--- config.mk ---
export PLATFORM = sky130hd
export DESIGN_NAME = lzma_stream_framer
export DESIGN_NICKNAME = d
export VERILOG_FILES = /design/src/rtl/lzma_stream_framer.sv
export SDC_FILE = /design/constraint.sdc
export NUM_CORES = 1
export LEC_CHECK = 0
export ABC_AREA = 0
export CORE_ASPECT_RATIO = 0.7
export CORE_MARGIN = 10
export CORE_UTILIZATION = 46
export CTS_CLUSTER_SIZE = 8
export DETAILED_ROUTE_END_ITERATION = 8
export GPL_TIMING_DRIVEN = 0
export HOLD_SLACK_MARGIN = 0.06
export PLACE_DENSITY_LB_ADDON = 0.12
export RECOVER_POWER = 50
export SYNTH_ARGS = -nofsm -noshare
export SYNTH_HDL_FRONTEND = slang
export SYNTH_SLANG_ARGS = --single-unit
--- constraint.sdc ---
create_clock -name clk -period 1.85 [get_ports clk]
set_clock_uncertainty 0.05 [all_clocks]
set_input_delay 0.555 -clock clk [delete_from_list [all_inputs] [get_ports clk]]
set_output_delay 0.555 -clock clk [all_outputs]
set_load 0.01 [all_outputs]
--- src/rtl/lzma_stream_framer.sv ---
// lzma_stream_framer
// Wraps each packet of the raw LZMA compressor byte stream into a complete
// .lzma container: a 13-byte header (properties, dictionary size, uncompressed
// size) followed by the payload, with full backpressure on both sides.
//
// Handshake rule, both ports: a byte moves on a rising clock edge where
// valid && ready are both high. The producer holds the byte and its side-band
// signals steady while valid is high and ready is low. Ready may depend
// combinationally on state but never on the same-side valid.

module lzma_stream_framer #(
  parameter logic [7:0]  LZMA_PROPS    = 8'h5E,
  parameter logic [31:0] DICT_SIZE     = 32'h0002_0000,
  parameter bit          SIZE_FIELD_EN = 1'b1,
  parameter int          CNT_W         = 32
) (
  input  logic             clk,
  input  logic             rstn,
  // payload input (compressor side)
  input  logic             i_tvalid,
  output logic             i_tready,
  input  logic [7:0]       i_tdata,
  input  logic             i_tlast,
  // per-packet size information, sampled when a packet starts
  input  logic [63:0]      usize,
  input  logic             usize_known,
  // framed output (sink side)
  output logic             o_tvalid,
  input  logic             o_tready,
  output logic [7:0]       o_tdata,
  output logic             o_tlast,
  // statistics and status
  output logic [CNT_W-1:0] o_pkt_cnt,
  output logic [CNT_W-1:0] o_byte_cnt,
  output logic             o_busy,
  output logic [1:0]       o_dbg_state
);

  typedef enum logic [1:0] {
    S_IDLE = 2'd0,
    S_HDR  = 2'd1,
    S_DATA = 2'd2
  } state_e;

  localparam logic [3:0]       HDR_LAST_IDX = 4'd12;
  localparam logic [CNT_W-1:0] CNT_ONE      = CNT_W'(1);

  state_e           state_q;
  logic [3:0]       hdr_idx_q;
  logic [63:0]      size_q;
  logic             o_tvalid_q;
  logic [7:0]       o_tdata_q;
  logic             o_tlast_q;
  logic [CNT_W-1:0] pkt_cnt_q;
  logic [CNT_W-1:0] byte_cnt_q;

  // Output stage can take a new byte when empty or being drained this cycle.
  logic             out_free;
  logic             out_fire;
  logic             in_fire;
  logic [103:0]     hdr_vec;
  logic [7:0]       hdr_byte;

  assign out_free = !o_tvalid_q || o_tready;
  assign out_fire = o_tvalid_q && o_tready;
  assign i_tready = (state_q == S_DATA) && out_free;
  assign in_fire  = i_tready && i_tvalid;

  // Header bytes laid out in emission order, byte k at bits [8k +: 8].
  assign hdr_vec  = {size_q, DICT_SIZE, LZMA_PROPS};

  // Select the header byte for the current header index.
  always_comb begin
    hdr_byte = 8'h00;
    if (hdr_idx_q <= HDR_LAST_IDX) begin
      hdr_byte = hdr_vec[{hdr_idx_q, 3'b000} +: 8];
    end
  end

  // Framing FSM with the one-entry output register and statistics counters.
  always_ff @(posedge clk or negedge rstn) begin
    if (!rstn) begin
      state_q    <= S_IDLE;
      hdr_idx_q  <= 4'd0;
      size_q     <= '1;
      o_tvalid_q <= 1'b0;
      o_tdata_q  <= 8'h00;
      o_tlast_q  <= 1'b0;
      pkt_cnt_q  <= '0;
      byte_cnt_q <= '0;
    end else begin
      if (out_fire) begin
        byte_cnt_q <= byte_cnt_q + CNT_ONE;
        // Drained; a load below in the same cycle overrides this.
        o_tvalid_q <= 1'b0;
      end

      case (state_q)
        S_IDLE: begin
          // The waiting payload byte stays upstream until the header is out.
          if (i_tvalid) begin
            state_q   <= S_HDR;
            hdr_idx_q <= 4'd0;
            if (SIZE_FIELD_EN && usize_known) begin
              size_q <= usize;
            end else begin
              size_q <= '1;
            end
          end
        end

        S_HDR: begin
          if (out_free) begin
            o_tvalid_q <= 1'b1;
            o_tdata_q  <= hdr_byte;
            o_tlast_q  <= 1'b0;
            if (hdr_idx_q == HDR_LAST_IDX) begin
              state_q   <= S_DATA;
              hdr_idx_q <= 4'd0;
            end else begin
              hdr_idx_q <= hdr_idx_q + 4'd1;
            end
          end
        end

        S_DATA: begin
          if (in_fire) begin
            o_tvalid_q <= 1'b1;
            o_tdata_q  <= i_tdata;
            o_tlast_q  <= i_tlast;
            if (i_tlast) begin
              state_q   <= S_IDLE;
              pkt_cnt_q <= pkt_cnt_q + CNT_ONE;
            end
          end
        end

        default: begin
          state_q <= S_IDLE;
        end
      endcase
    end
  end

  assign o_tvalid    = o_tvalid_q;
  assign o_tdata     = o_tdata_q;
  assign o_tlast     = o_tlast_q;
  assign o_pkt_cnt   = pkt_cnt_q;
  assign o_byte_cnt  = byte_cnt_q;
  assign o_busy      = (state_q != S_IDLE);
  assign o_dbg_state = state_q;

endmodule
Word level (Yosys, flattened, before mapping):

Cells that the tools add are included.

* eq/ne operators: 8
* reductions and logical operators: 14
* $lt $le $gt $ge: 1
* multiplexer cells: 22
* $add $sub $neg: 3
* shift-type cells: 1

Operator list (count)
* indexed part select 104 x 8 -> 8 bit: 1
* adder 32 x 1 -> 32 bit (second input constant): 2
* two-way mux 64 bit: 1
* two-way mux 8 bit: 3
* one-hot mux 8 bit (2 select lines): 1
* two-way mux 4 bit: 3
* two-way mux 2 bit: 5
* inequality test 2 bit (second input constant): 5
* AND reduction 3 bit: 3
* one-hot mux 4 bit (2 select lines): 1
* one-hot mux 2 bit (3 select lines): 1
* nonzero test 2 bit: 3
* two-way mux 1 bit: 5
* AND reduction 5 bit: 1
* adder 4 x 1 -> 4 bit (second input constant): 1
* equality test 4 bit (second input constant): 1
* <= comparator 4 bit (second input constant): 1
* one-hot mux 1 bit (2 select lines): 2
* logical AND 1 bit: 3
* equality test 2 x 1 -> 1 bit (second input constant): 1
* equality test 2 bit (second input constant): 1
* zero test 2 bit: 1
* AND reduction 2 bit: 1
* zero test 1 bit: 1
* logical OR 1 bit: 1

* logic and storage cells: 57
* input bits: 78
* bits in registers: 144
* output and inout port bits: 78

Longest topological paths before layout:

Gate-level depths: netlist of the first run.

* depth in word-level cells: 6
* depth in mapped cells: 8
* gate-level depth less buffers: 7

Worst setup path before layout of the first run:

No wires, ideal clock.

* path type: register to register
* from: register state_q[0], in the netlist o_dbg_state[0]
* to: register o_tdata_q[0], in the netlist o_tdata[0]
* arrival: 1.767 ns
* cell stages (with the launch flop): 8
* setup time: 0.143 ns
* buffers on the path: 1
* slack: -0.109 ns
* path through: dfrtp_1 -> inv_1 -> ha_1 -> mux2_2 -> and2_1 -> buf_2 -> o211ai_1 -> o22ai_1

* longest elaborated chain between the ends: 5

Ends and longest elaborated chain
* from (decl): line 48 `state_e state_q;`
* from (signal assigned): line 83 `state_q <= S_IDLE;`
* from (signal assigned): line 102 `state_q <= S_HDR;`
* from (signal assigned): line 118 `state_q <= S_DATA;`
* equality test 2 bit: line 66, 98
* logical AND 1 bit: line 66 `assign i_tready = (state_q == S_DATA) && out_free;`
* logical AND 1 bit: line 67 `assign in_fire = i_tready && i_tvalid;`
* inequality test 2 bit (no source line)
* AND reduction 3 bit (no source line)
* to (signal assigned): line 115 `o_tdata_q <= hdr_byte;`
* to (signal assigned): line 129 `o_tdata_q <= i_tdata;`
* to (decl): line 52 `logic [7:0] o_tdata_q;`

Parallel ways exist; a longest one is shown, timed or not.
A chain may end at the register's enable or synchronous reset.

Worst setup path after layout of the first run:

* from: register state_q[1], in the netlist o_dbg_state[1]
* to: output i_tready

* longest elaborated chain between the ends: 2

Ends and longest elaborated chain
* equality test 2 bit: line 66
* logical AND 1 bit: line 66
* to (decl): line 21 `output logic i_tready,`

Every way passes these cells.

==> results.cfg, run 1 <==
[run_status]
status = finished with violations
violations = setup timing

[grt]
grt_pass1_vias = 6167
grt_usage_pct = 19.7
grt_overflow_total = 0
grt_max_degree = 99
grt_pass1_wl_um = 32600
antenna_found_initial = 1

[worst_hold_path]
hold_path_depth = 1
hp-class = reg -> reg
hp-start = o_pkt_cnt[31]

[route]
drc = 0
post_drt_wl_per_cell_um = 18.8
ant_nets = 0
avgViaCountPerCell = 5.44
drt_first_pass_iters = 5
vias = 6005
wl_um = 20700
detail_route.iter0.violations = 443

[timing]
slew_violations = 0
hold_viol = 0
fin_crit_ns = 2.05
max-slew-margin-rel_pct = 56.0
fin_crit_sh_pct = 111
rsz0062_at_grt = yes
final-setup-viol-count = 17
fmax_mhz = 489
worst_pin_slew_ns = 0.660
fin_ws_ns = -0.197
holdWs_ns = 0.413

[clock_network]
tritoncts = yes
numCtsBuffers = 17
clk_pin_slew_worst_paths_ns = 0.06
clockBufferDepth = 2
clock-sinks = 144
clock_latency_ns = 0.42
root_buffer = clkbuf_16
htreeDepth = 4

[finish]
final_core_util_pct = 67.7
drive_gt1_share_pct = 25.6
nets = 981
layout_commonest_cell = nor2_1
fin_cells = 1104
layout_common_cells = nor2_1 (95), dlygate4sd2_1 (75), dfrtp_1 (72), clkdlybuf4s50_1 (72), inv_1 (69)
area_growth_pct = 44.3

[pwr]
p_total_uw = 13900
p_leak_uw = 0.00470
ir_drop_uv = 868
swShare_pct = 32.9
clkPwrFrac_pct = 27.0
comb_power_share_pct = 34.4
p_per_area_nw_per_um2 = 1400
p_sw_uw = 4570
power.internal_uw = 9310
seq_power_share_pct = 38.6

[logic_synthesis]
synth-edff-count = 0
synth-simple-area-share_pct = 16.7
synth-compound-area-share_pct = 10.4
ys_types = 51
synth_nets = 774
synth_area_leaders = dfrtp_1 (29%), dfstp_2 (24%), a31oi_1 (5.8%)
syn_area_per_cell_um2 = 10.0
synthesis.area_um2 = 6880
yosysSeqAreaShare_pct = 53.5
synth_top_area_share_pct = 29.1
synth-adder-area-share_pct = 1.45
synth-seq-cells = 144
synthArstFlopShare_pct = 100
synthCells = 688
yosys.area_share.xor_xnor_pct = 7.89
ys_warn_count = 0
synth_top_family_by_area = simple AND/OR/NAND/NOR gates
synth_top_cell_by_area = dfrtp_1
synth-main-ff-cell = dfrtp_1
muxShareOfSynthArea_pct = 4.20

[floorplanning]
die-width_um = 166
io_pins = 156
initial_core_util_pct = 46.9
die_h_um = 122
core_um2 = 14700
num_rows = 37
fp.dieArea_um2 = 20300

[setup_path]
cp-start-kind = register
endpoint_kind = output port
crit_arrival_ns = 1.44
cp-startpoint = o_dbg_state[1]
worstPathRequired_ns = 1.24
crit_fanout = 2
setup.worst_path.class = reg -> out
r2r_start = hdr_idx_q[0]
worst-r2r-cell-count = 6

[placement]
gp_congestion = 0.867
io_buffers = 154
place_inst = 1038
place_ws_ns = -0.808
dpl.hpwl_um = 14500

[flow_run]
cap_violations = 0
[cell type report]
type	count	area, um^2
multi-input combinational	438	3090
buffer	29	195
antenna	1	2.50
inverter	75	302
fill	1124	4740
timing repair buffer	190	1750
tap	195	244
clock inverter	6	87.6
clock buffer	26	574
sequential	144	3690
[power by group through the flow]
stage / combinational [uW] / clock (uW) / sequential, uW
after floorplan: 2420 / 0 / 5210
after global placement: 3840 / 0 / 5300
after detailed placement: 3990 / 0 / 5330
after CTS: 4460 / 3790 / 5310
after global routing: 5190 / 3920 / 5470
final: 4770 / 3740 / 5360
[timing repair]
action,CTS,global route
pin swaps,18,16
buffers inserted,26,7
setup endpoints to repair,199,107
hold buffers,1,0
resized for setup,170,62
endpoints found under the hold margin,29,0
gates cloned,1,0
[kinds of logic after synthesis]
kind of cell	count (synthesis)
AO/OA/AOI/OAI	111
XOR/XNOR	62
adder cells (fa/ha/maj)	8
buffers and inverters	106
flip-flops	144
multiplexers	23
AND/OR/NAND/NOR	234
[per-layer routing]
layer / vias to the layer above / wire, um / track usage, %
met5: - / 13 / 0
met4: 2 / 255 / 6.62
li1: 2776 / - / -
met1: 2945 / 8860 / 25.1
met2: 247 / 9780 / 31.1
met3: 35 / 1830 / 6.99
[worst max-delay path: stages, from the launching register on]
cell,delay [ns]
dfrtp_1,0.40
buf_6,0.13
ha_4,0.16
clkbuf_16,0.15
clkinv_8,0.04
nor2_4,0.03
buf_6,0.12
[state kept, by name, indices dropped and copies added (netlist names)]
register	flops
hdr_idx_q	4
o_byte_cnt	32
o_dbg_state	2
o_pkt_cnt	32
o_tdata	8
o_tlast	1
o_tvalid	1
size_q	64
[through the flow]
stage | area (um^2) | TNS (ns)
global placement | 8680 | -731.27
detailed placement | 8710 | -78.50
finish | 9930 | -1.91
global route | 9930 | -4.72
floorplan | 6900 | -0.193
CTS | 9720 | -0.440
[synthesized netlist by cell type, types with 8 or more instances]
cell and number:
ha_1 8, o22ai_1 8, o21ai_0 9, dfstp_2 64, nor2_1 102, a31oi_1 64
nand4_1 16, xnor2_1 41, nor3_1 12, and3_1 8, a21oi_1 11, inv_1 74
nand3_1 24, nand2_1 37, clkbuf_1 24, mux2i_1 12, dfrtp_1 80, xor2_1 21
[final timing paths]
kind                                  to  slack, ns
max                             i_tready      -0.20
min                        o_pkt_cnt[31]       0.41
max reg2reg                   o_tdata[6]      -0.19
min reg2reg                o_pkt_cnt[31]       0.41
max in group asynchronous      size_q[4]       0.13
min in group asynchronous   o_pkt_cnt[6]       0.69
(Power assumes the default switching activity.)
==> run 2: changes to the inputs <==
Settings changed: CORE_ASPECT_RATIO 0.7 to 1.4.
==> results.cfg, run 2 (synthesis gave the netlist of run 1 again) <==
[run_status]
status = finished with violations
violations = setup timing

[setup_path]
path_cells = buf_6 -> ha_4 -> clkbuf_16 -> inv_8 -> nor2_4 -> buf_6
r2r_slack_ns = -0.19
cp_common_cell = buf_6
endpoint_kind = output port
worstPathRequired_ns = 1.24
crit_fanout = 3
cp_slowest_stage_delay_ns = 0.40
cp-start-kind = register
reg2reg_to = o_tdata[0]
setup.worst_path.class = reg -> out
slowest_stage = dfrtp_1
worst-r2r-cell-count = 9
r2r_start = o_dbg_state[0]
crit_arrival_ns = 1.49

[route]
avgViaCountPerCell = 5.37
vias = 5868
detail_route.iter0.violations = 471
drt_first_pass_iters = 5
wl_um = 19800
ant_nets = 0
post_drt_wl_per_cell_um = 18.1
drc = 0

[timing]
fmax_mhz = 477
holdWs_ns = 0.418
final-setup-viol-count = 20
slew_violations = 0
fin_ws_ns = -0.247
worst_pin_slew_ns = 0.732
rsz0062_at_grt = yes
fin_crit_sh_pct = 113
fin_crit_ns = 2.10
hold_viol = 0
max-slew-margin-rel_pct = 51.2

[clock_network]
tritoncts = yes
clockBufferDepth = 2
root_buffer = clkbuf_16
clk_pin_slew_worst_paths_ns = 0.06
htreeDepth = 4
clock_latency_ns = 0.43
numCtsBuffers = 17
clock-sinks = 144

[floorplanning]
num_rows = 52
io_pins = 156
core_um2 = 14600
die-width_um = 123
die_h_um = 165
fp.dieArea_um2 = 20300
initial_core_util_pct = 47.2

[worst_hold_path]
hp-start = o_pkt_cnt[31]
hp-class = reg -> reg
holdPathEnd = o_pkt_cnt[31]
hold_path_depth = 1

[grt]
grt_pass1_wl_um = 31000
grt_max_degree = 94
grt_usage_pct = 19.3
antenna_found_initial = 0
grt_overflow_total = 0
grt_pass1_vias = 6060

[finish]
top_register = size_q
fin_cells = 1092
largest_reg_flops = 64
area_growth_pct = 43.1
antennaDiodeCount = 0
fillers = 1168
design_area_um2 = 9850
layout_commonest_cell = nor2_1
layout_common_cells = nor2_1 (95), dlygate4sd2_1 (79), inv_1 (72), dfrtp_1 (72), clkdlybuf4s50_1 (72)
drive_gt1_share_pct = 23.9
nets = 976

[pwr]
p_per_area_nw_per_um2 = 1370
p_leak_uw = 0.00466
ir_drop_uv = 769

[placement]
dpl.hpwl_um = 14400
dpl-instance-area_um2 = 8700
io_buffers = 154
place_inst = 1032
gp_congestion = 0.863

[flow_run]
cap_violations = 0
-- run 2: cell count changes in the layout (fill, tap and decap cells not counted), sizes merged --
cell,before,now
buf,46,38
clkbuf,50,48
clkdlybuf4s15,1,0
clkinv,6,5
clkinvlp,0,1
diode,1,0
dlygate4sd2,75,79
inv,73,75
-- run 2: how the worst max path moves through the flow --
stage                    from       endpoint  slack [ns]  cells past startpoint
5_1_grt        o_dbg_state[0]       i_tready       -0.30                      6
4_1_cts        o_dbg_state[1]       i_tready       -0.25                      6
6_report       o_dbg_state[1]       i_tready       -0.25                      6
3_5_place_dp         i_tvalid  o_pkt_cnt[31]       -0.78                      7
2_1_floorplan  o_dbg_state[0]     o_tdata[0]       -0.03                      7
3_3_place_gp             rstn     o_tdata[0]       -5.34                      1
-- run 2: stage by stage --
| step | setup WS, ns | total power (uW) | util (%) | setup TNS (ns) |
|---|---|---|---|---|
| floorplan | -0.0261 | 7630 | - | -0.193 |
| global placement | -5.34 | 9120 | 59.5 | -729.51 |
| detailed placement | -0.778 | 9300 | 59.7 | -75.46 |
| CTS | -0.250 | 13200 | 65.9 | -0.544 |
| global route | -0.299 | 14200 | 67.6 | -7.46 |
| finish | -0.247 | 13500 | 67.6 | -2.52 |
-- run 2: timing repair --
action,in CTS,in global routing
endpoints found under the setup margin,196,98
setup buffers,19,10
pin swaps,8,11
gates resized for setup,147,58
hold endpoints to repair,20,0
hold buffers,1,0
-- run 2: cell type report --
cell class | instances | area (um^2) | share of cell area (%)
clock buffer | 24 | 524 | 5.32
clock inverter | 8 | 96.3 | 0.978
inverter | 75 | 290 | 2.95
sequential | 144 | 3690 | 37.5
timing repair buffer | 185 | 1730 | 17.6
tap | 189 | 236 | 2.40
buffer | 29 | 196 | 1.99
multi-input combinational | 438 | 3080 | 31.3
-- run 2: power breakdown --
group          internal, uW  leakage (uW)  switching, uW  total [uW]
combinational          2170       0.00262           2370        4550
sequential             4630       0.00173            691        5320
clock                  2250      0.000307           1340        3590
-- run 2: metal layers --
layer  wire, um  GRT usage, %  up-vias
met4        565          8.39        0
met1       7580          21.8     2850
met5          0             0        -
met3       1180          5.02       46
met2      10400          33.4      208
li1           -             -     2764
-- run 2: worst max-delay path: cells and delay by family (launching register included) --
kind,cells,cell delay (ns)
adders and majority gates,1,0.17
buffers and inverters,4,0.45
DFF,1,0.40
and+or+nand+nor,1,0.03
==> run 3: changes to the inputs <==
Settings changed: SLEW_MARGIN set to 10.
==> results.cfg, run 3 (synthesis gave the netlist of run 1 again) <==
[route]
avgViaCountPerCell = 5.35
post_drt_wl_per_cell_um = 17.9
drt_first_pass_iters = 5
vias = 5860
drc = 0
wl_um = 19600
detail_route.iter0.violations = 436
ant_nets = 0

[finish]
seqCellArea_um2 = 3690
fin_cells = 1096
area_growth_pct = 43.7
layout_commonest_cell = nor2_1
layout_common_cells = nor2_1 (94), dlygate4sd2_1 (77), inv_1 (72), dfrtp_1 (72), clkdlybuf4s50_1 (72)
top_register = size_q
largest_reg_flops = 64
drive_gt1_share_pct = 24.8
fillers = 1176
antennaDiodeCount = 0
multi_input_area_um2 = 3090
nets = 980

[floorplanning]
die_h_um = 165
die-width_um = 123
num_rows = 52
fp.dieArea_um2 = 20300
core_um2 = 14600
io_pins = 156
initial_core_util_pct = 47.2

[grt]
antenna_found_initial = 0
grt_pass1_vias = 6080
grt_usage_pct = 19.3
grt_overflow_total = 0
grt_max_degree = 94
grt_pass1_wl_um = 30900

[pwr]
seq_power_share_pct = 39.3
power.internal_uw = 9170
swShare_pct = 32.3
ir_drop_uv = 682
p_sw_uw = 4370
p_per_area_nw_per_um2 = 1370
p_leak_uw = 0.00471
clkPwrFrac_pct = 27.4
comb_power_share_pct = 33.4

[clock_network]
root_buffer = clkbuf_16
tritoncts = yes
clockBufferDepth = 2
clk_pin_slew_worst_paths_ns = 0.06
clock_latency_ns = 0.43
numCtsBuffers = 17
clock-sinks = 144
htreeDepth = 4

[setup_path]
r2r_start = o_dbg_state[0]
worstPathRequired_ns = 1.24
cp-start-kind = register
crit_fanout = 3
cp-startpoint = o_dbg_state[1]
endpoint_kind = output port
crit_arrival_ns = 1.49
setup.worst_path.class = reg -> out

[flow_run]
cap_violations = 0

[placement]
place_inst = 1032
dpl.hpwl_um = 14300
gp_congestion = 0.863
io_buffers = 154

[timing]
fin_setup_tns_ns = -1.41
worst_pin_slew_ns = 0.727
rsz0062_at_grt = yes
fin_crit_sh_pct = 113
hold_viol = 0
fmax_mhz = 476
fin_crit_ns = 2.10
fin_ws_ns = -0.249
final-setup-viol-count = 16
slew_violations = 0
max-slew-margin-rel_pct = 51.6

[worst_hold_path]
hp-class = reg -> reg
hp-start = o_byte_cnt[31]

[run_status]
status = finished with violations
violations = setup timing
-- run 3: cell types whose count changed in the layout (fill, tap and decap cells not counted), sizes merged --
| cell | change |
|---|---|
| clkdlybuf4s15 | +1 |
| bufinv | +1 |
| clkbuf | -1 |
| buf | +5 |
| clkinvlp | -1 |
| clkinv | +1 |
| dlygate4sd2 | -2 |
-- run 3: worst paths after layout --
path	endpoint	slack (ns)	cells past startpoint
worst max register to register	o_dbg_state[0]	-0.19	8
worst max-delay path	i_tready	-0.25	6
worst min-delay path	o_byte_cnt[31]	0.42	1
min in group asynchronous	o_byte_cnt[16]	0.69	2
max in group asynchronous	size_q[53]	0.14	3
worst min register to register	o_byte_cnt[31]	0.42	1
-- run 3: worst max-delay path: stages (launching register included) --
cell,delay (ns)
dfrtp_1,0.40
buf_6,0.13
ha_4,0.17
clkbuf_16,0.15
inv_6,0.06
nor2_4,0.03
buf_6,0.13
-- run 3: repair_timing --
item | CTS | global route
hold buffers | 1 | 0
gates cloned | 0 | 0
resized for setup | 149 | 64
setup endpoints to repair | 198 | 93
hold endpoints to repair | 20 | 0
pin swaps | 8 | 13
buffers inserted | 21 | 13
-- run 3: metrics by stage --
stage / utilization, % / power [uW] / hold WS [ns] / setup slack [ns] / area (um^2)
floorplan: - / 7630 / 0.209 / -0.0261 / 6900
global placement: 59.5 / 9120 / 0.408 / -5.34 / 8670
detailed placement: 59.7 / 9300 / 0.417 / -0.803 / 8700
CTS: 66.1 / 13300 / 0.423 / -0.247 / 9630
global route: 67.9 / 14300 / 0.438 / -0.303 / 9890
finish: 67.9 / 13500 / 0.416 / -0.249 / 9890
-- run 3: area by class of cell --
class	instances	share of cell area [%]
Multi-Input combinational cell	438	31.2
Clock inverter	9	1.25
Tap cell	189	2.39
Sequential cell	144	37.3
Inverter	75	2.91
Clock buffer	23	5.25
Timing Repair Buffer	189	17.7
Buffer	29	1.95
-- run 3: power by group through the flow --
| stage | Sequential [uW] | Combinational, uW | Clock, uW |
|---|---|---|---|
| 6_report | 5320 | 4520 | 3700 |
| 5_1_grt | 5450 | 4970 | 3900 |
| 4_1_cts | 5310 | 4290 | 3740 |
| 3_5_place_dp | 5350 | 3950 | 0 |
| 3_3_place_gp | 5290 | 3830 | 0 |
| 2_1_floorplan | 5210 | 2420 | 0 |
-- run 3: routing by layer --
metal  global-route usage [%]  part of all wire, %  vias to the layer above
met3                     5.26                  5.9                       46
met4                     9.77                  3.5                        0
met2                     32.9                   52                      192
li1                         -                    -                     2775
met1                     21.5                   39                     2847
met5                        0                    0                        -
